## src/rtl/core_types_pkg.sv

```systemverilog
//------------------------------------------------------------------------------
// core_types_pkg
// Core-wide physical register and free-list sizing constants.
// Revision: 1.0
//------------------------------------------------------------------------------
`default_nettype none

package core_types_pkg;

    localparam int AR_COUNT                       = 32;
    localparam int PR_COUNT                       = 128;
    localparam int LOG_PR_COUNT                   = 7;
    localparam int PRF_BANK_COUNT                 = 4;
    localparam int LOG_PRF_BANK_COUNT             = 2;
    localparam int FREE_LIST_LENGTH_PER_BANK      = PR_COUNT / PRF_BANK_COUNT;
    localparam int LOG_FREE_LIST_LENGTH_PER_BANK  = 5;
    localparam int FREE_LIST_LOWER_THRESHOLD      = 8;
    localparam int FREE_LIST_UPPER_THRESHOLD      = 24;

endpackage : core_types_pkg

`default_nettype wire

```

## src/rtl/free_list_bank.sv

```systemverilog
//------------------------------------------------------------------------------
// free_list_bank
// Per-bank circular FIFO of free physical register indices for rename.
// Revision: 1.0
//------------------------------------------------------------------------------
`default_nettype none

module free_list_bank
    import core_types_pkg::*;
#(
    parameter int BANK_INDEX       = 0,
    parameter int DEPTH            = FREE_LIST_LENGTH_PER_BANK,
    parameter int RESET_FREE_COUNT = 24
) (
    input  logic                    CLK,
    input  logic                    nRST,
    input  logic                    enq_valid,
    input  logic [LOG_PR_COUNT-1:0] enq_PR_tag,
    output logic                    enq_ready,
    output logic                    deq_valid,
    output logic [LOG_PR_COUNT-1:0] deq_PR_tag,
    input  logic                    deq_ready,
    output logic [LOG_FREE_LIST_LENGTH_PER_BANK:0] count,
    output logic                    below_lower,
    output logic                    at_or_above_upper,
    output logic                    bank_error
);

    localparam int IDX_W       = LOG_FREE_LIST_LENGTH_PER_BANK;
    localparam int CNT_W       = LOG_FREE_LIST_LENGTH_PER_BANK + 1;
    localparam int AR_PER_BANK = AR_COUNT / PRF_BANK_COUNT;
    localparam logic [LOG_PRF_BANK_COUNT-1:0] c_BANK_BITS = LOG_PRF_BANK_COUNT'(BANK_INDEX);

    logic [IDX_W-1:0] r_mem [DEPTH];
    logic [IDX_W-1:0] r_head;
    logic [IDX_W-1:0] r_tail;
    logic [CNT_W-1:0] r_count;
    logic             r_bank_error;

    logic w_enq_fire;
    logic w_deq_fire;

    assign enq_ready  = (r_count != CNT_W'(DEPTH));
    assign deq_valid  = (r_count != '0);
    assign w_enq_fire = enq_valid & enq_ready;
    assign w_deq_fire = deq_valid & deq_ready;

    assign deq_PR_tag        = {r_mem[r_head], c_BANK_BITS};
    assign count             = r_count;
    assign below_lower       = (r_count <  CNT_W'(FREE_LIST_LOWER_THRESHOLD));
    assign at_or_above_upper = (r_count >= CNT_W'(FREE_LIST_UPPER_THRESHOLD));
    assign bank_error        = r_bank_error;

    // Reset preloads indices above the architectural mapping; upper entries stay unreset.
    always_ff @(posedge CLK) begin
        if (!nRST) begin
            for (int i = 0; i < RESET_FREE_COUNT; i++) begin
                r_mem[i] <= IDX_W'(AR_PER_BANK + i);
            end
        end else if (w_enq_fire) begin
            r_mem[r_tail] <= enq_PR_tag[LOG_PR_COUNT-1:LOG_PRF_BANK_COUNT];
        end
    end

    always_ff @(posedge CLK) begin
        if (!nRST) begin
            r_head       <= '0;
            r_tail       <= IDX_W'(RESET_FREE_COUNT);
            r_count      <= CNT_W'(RESET_FREE_COUNT);
            r_bank_error <= 1'b0;
        end else begin
            if (w_enq_fire) begin
                r_tail <= r_tail + 1'b1;
                if (enq_PR_tag[LOG_PRF_BANK_COUNT-1:0] != c_BANK_BITS) begin
                    r_bank_error <= 1'b1;
                end
            end
            if (w_deq_fire) begin
                r_head <= r_head + 1'b1;
            end
            case ({w_enq_fire, w_deq_fire})
                2'b10:   r_count <= r_count + 1'b1;
                2'b01:   r_count <= r_count - 1'b1;
                default: r_count <= r_count;
            endcase
        end
    end

endmodule : free_list_bank

`default_nettype wire

```

## config.mk

```make
export PLATFORM = sky130hd
export DESIGN_NAME = free_list_bank
export DESIGN_NICKNAME = d
export VERILOG_FILES = /design/src/rtl/core_types_pkg.sv /design/src/rtl/free_list_bank.sv
export SDC_FILE = /design/constraint.sdc
export NUM_CORES = 1
export LEC_CHECK = 0
export ABC_AREA = 1
export CORE_MARGIN = 8
export CORE_UTILIZATION = 61
export DETAILED_ROUTE_END_ITERATION = 12
export GPL_TIMING_DRIVEN = 0
export PLACE_DENSITY = 0.78
export SLEW_MARGIN = 0
export SYNTH_ARGS = -nofsm -noshare
export SYNTH_HDL_FRONTEND = slang
export SYNTH_SLANG_ARGS = --single-unit
```

## constraint.sdc

```tcl
create_clock -name CLK -period 3.9 [get_ports CLK]
set_clock_uncertainty 0.05 [all_clocks]
set_input_delay 1.17 -clock CLK [delete_from_list [all_inputs] [get_ports CLK]]
set_output_delay 1.17 -clock CLK [all_outputs]
set_load 0.01 [all_outputs]
```

==> results of run 1 <==
## timing repair
| item | CTS | global route |
|---|---|---|
| setup buffers | 0 | 0 |
| setup endpoints to repair | 5 | 5 |
| endpoints found under the hold margin | 0 | 0 |
| gates resized for setup | 9 | 29 |
## tightest hold or removal path, stage by stage, from the launching register on
cell,delay (ns)
dfxtp_1,0.31
nand2_1,0.05
nand2_1,0.05
## flip-flops by register name, indices dropped and copies added (netlist names), named ones only
register / count
r_head: 5
count: 6
r_mem: 160
bank_error: 1
r_tail: 5
## kinds of logic after synthesis
family | Yosys count | share of synthesized area (%)
simple gates | 583 | 30.77
flops | 182 | 60.64
buf+inv | 101 | 4.542
compound gates | 27 | 1.620
fa+ha+maj | 11 | 1.678
xor+xnor | 7 | 0.7088
other cells | 1 | 0.04335
## routing by layer
metal,share of wire [%],routed length [µm],vias to the layer above
met5,0,0,-
met4,3.9,810,0
met3,9.6,1960,72
met1,39,8059,2955
li1,-,-,3105
met2,47,9679,333
## area by class of cell
type | count | area [µm²] | share of cell area (%)
Sequential cell | 182 | 5245 | 53.49
Multi-Input combinational cell | 630 | 3015 | 30.75
Clock buffer | 18 | 429.2 | 4.377
Timing Repair Buffer | 25 | 250.2 | 2.552
Buffer | 48 | 229.0 | 2.335
Tap cell | 180 | 225.2 | 2.297
Clock inverter | 14 | 212.7 | 2.169
Inverter | 52 | 198.9 | 2.029
## cell usage in the layout (no fill, tap or decap), types with 6 or more instances in the layout
master,count
clkbuf_4,6
inv_2,22
nand3_1,136
nor2_1,65
edfxtp_1,160
o21ai_0,11
clkbuf_1,23
nor2_2,10
clkbuf_2,10
ha_1,10
nand2_1,336
clkdlybuf4s50_1,25
dfxtp_1,22
clkbuf_16,17
nor2_4,20
inv_1,26
a21oi_1,14
## worst paths after layout
path | start | to | slack [ns] | cells after the start
worst max-delay path | flop | deq_PR_tag[2] | 0.12 | 12
worst min-delay path | bank_error | bank_error | 0.41 | 2
worst max register to register | count[0] | count[4] | 1.36 | 11
worst min register to register | bank_error | bank_error | 0.41 | 2
## where the power goes
part           switching [W]  leakage (nW)  internal [W]  total, W
logic               0.000371          1.78      0.000181  0.000552
clock network       0.000763         0.314       0.00109   0.00186
registers          0.0000349          1.54       0.00216   0.00219
## stage by stage
| stage | hold WS (ns) | cell area [µm²] | std cells | total power [W] | setup WS, ns |
|---|---|---|---|---|---|
| 2_1_floorplan | 0.4094 | 8653 | 913 | 0.002572 | 1.137 |
| 3_3_place_gp | 0.3830 | 9129 | 1118 | 0.002763 | 0.3800 |
| 3_5_place_dp | 0.3996 | 9129 | 1118 | 0.002773 | 0.3506 |
| 4_1_cts | 0.4140 | 9778 | 1149 | 0.004597 | 0.01962 |
| 5_1_grt | 0.4400 | 9806 | 1149 | 0.004733 | 0.006541 |
| 6_report | 0.4059 | 9806 | 1149 | 0.004601 | 0.1196 |
==> results.sh, run 1 <==
export IMPL_status="completed"
export IMPL_crit_type="reg -> out"
export IMPL_worst_slew_pin_slew_ns=0.8558
export IMPL_ant_nets=0
export IMPL_coreArea_um2=13880
export IMPL_synthFlopType="edfxtp_1"
export IMPL_syn_area_per_cell_um2=9.484
export IMPL_ys_types=31
export IMPL_totalWireLength_um=20510
export IMPL_grtUsageTotal_pct=23.21
export IMPL_tritoncts="yes"
export IMPL_path_clk_slew_ns=0.07
export IMPL_hold_path_class="reg -> reg"
export IMPL_die_height_um=135.1
export IMPL_h_tree_depth=4
export IMPL_synth_common_cells="nand2_1 (336), edfxtp_1 (160), nand3_1 (136)"
export IMPL_cts_buffer_depth=2
export IMPL_synth_area_leaders="edfxtp_1 (56%), nand2_1 (15%), nand3_1 (7.9%)"
export IMPL_max_stage_delay_ns=0.54
export IMPL_ys_warn_count=0
export IMPL_grt_pass1_vias=6114
export IMPL_vias_per_cell=5.627
export IMPL_synth_seq_cells=182
export IMPL_fin_crit_sh_pct=96.93
export IMPL_crit_path_cell_trace="buf_2, inv_4, clkbuf_4, nand2_1, nand3_1, nand3_1, nand2_1, nand2_1, nand2_1, nand2_1, nand2_1, clkdlybuf4s50_1"
export IMPL_fillerInstances=1025
export IMPL_cp_arrival_ns=2.56
export IMPL_overflow=0
export IMPL_fmax_ghz=0.2645
export IMPL_std_cell_rows=43
export IMPL_drt_iter0_markers=920
export IMPL_crit_slowest_cell="clkdlybuf4s50_1"
export IMPL_setup_tns_ns=0
export IMPL_final_core_util_pct=70.64
export IMPL_start_kind="flop"
export IMPL_place_hpwl_um=14550
export IMPL_critPathTopFamily="buffers and inverters"
export IMPL_cts_buffers=17
export IMPL_yosys_area_top_type="edfxtp_1"
export IMPL_portBuffers=25
export IMPL_max_slew_margin_pct=42.95
export IMPL_async_flop_share_pct=0
export IMPL_gr_usage_met2_pct=36.81
export IMPL_initial_core_util_pct=62.31
export IMPL_synth_edff_count=160
export IMPL_synth_most_common_cell="nand2_1"
export IMPL_synthesis_instances=912
export IMPL_cp_end_kind="output port"
export IMPL_max_cap_viol_count=0
export IMPL_cts_hold_buf=0
export IMPL_die_area_um2=18250
export IMPL_syn_to_final_growth_pct=13.37
export IMPL_grtUsageMet1_pct=29.26
export IMPL_power_density_nw_per_um2=469.2
export IMPL_ir_worst_vdd_uv=313.7
export IMPL_grt_max_degree=18
export IMPL_critPathMaxFanout=10
export IMPL_final_hold_violation_count=0
export IMPL_num_antenna_cells=0
export IMPL_crit_top_cell="nand2_1"
export IMPL_cp_num_buf_inv=4
export IMPL_drv_slew=0
export IMPL_fin_crit_ns=3.780
export IMPL_clk_latency_ns=0.44
export IMPL_die_w_um=135.1
export IMPL_drive_above_1_share_pct=12.07
export IMPL_grt_antenna_before_repair=0
export IMPL_wl_per_cell_um=17.85
export IMPL_numClockSinks=182
export IMPL_route_detailed_drc=0
export IMPL_layout_nets=978
export IMPL_place_gp_congestion=0.9112
export IMPL_p_leak_nw=3.630
export IMPL_rsz0062_at_grt="false"
export IMPL_grt_met3_usage_pct=5.312
export IMPL_syn_area_um2=8650
export IMPL_grt_busiest_layer="met2"
export IMPL_seq_area_frac_synth_pct=60.64
export IMPL_cts_root_buf="clkbuf_16"
export IMPL_setup_viol=0
export IMPL_io_pins=29
export IMPL_vias=6465
export IMPL_required_ns=2.68
export IMPL_drtPass1Iterations=5
export IMPL_synth_top_cell_area_share_pct=55.55
export IMPL_grt_pass1_wl_um=31740
(Power assumes the default switching activity.)
==> run 2, diff against run 1 <==
Settings changed: CTS_CLUSTER_DIAMETER set to 120.
==> results of run 2 <==
Final layout, timing and power as in run 1 (identical DEF).
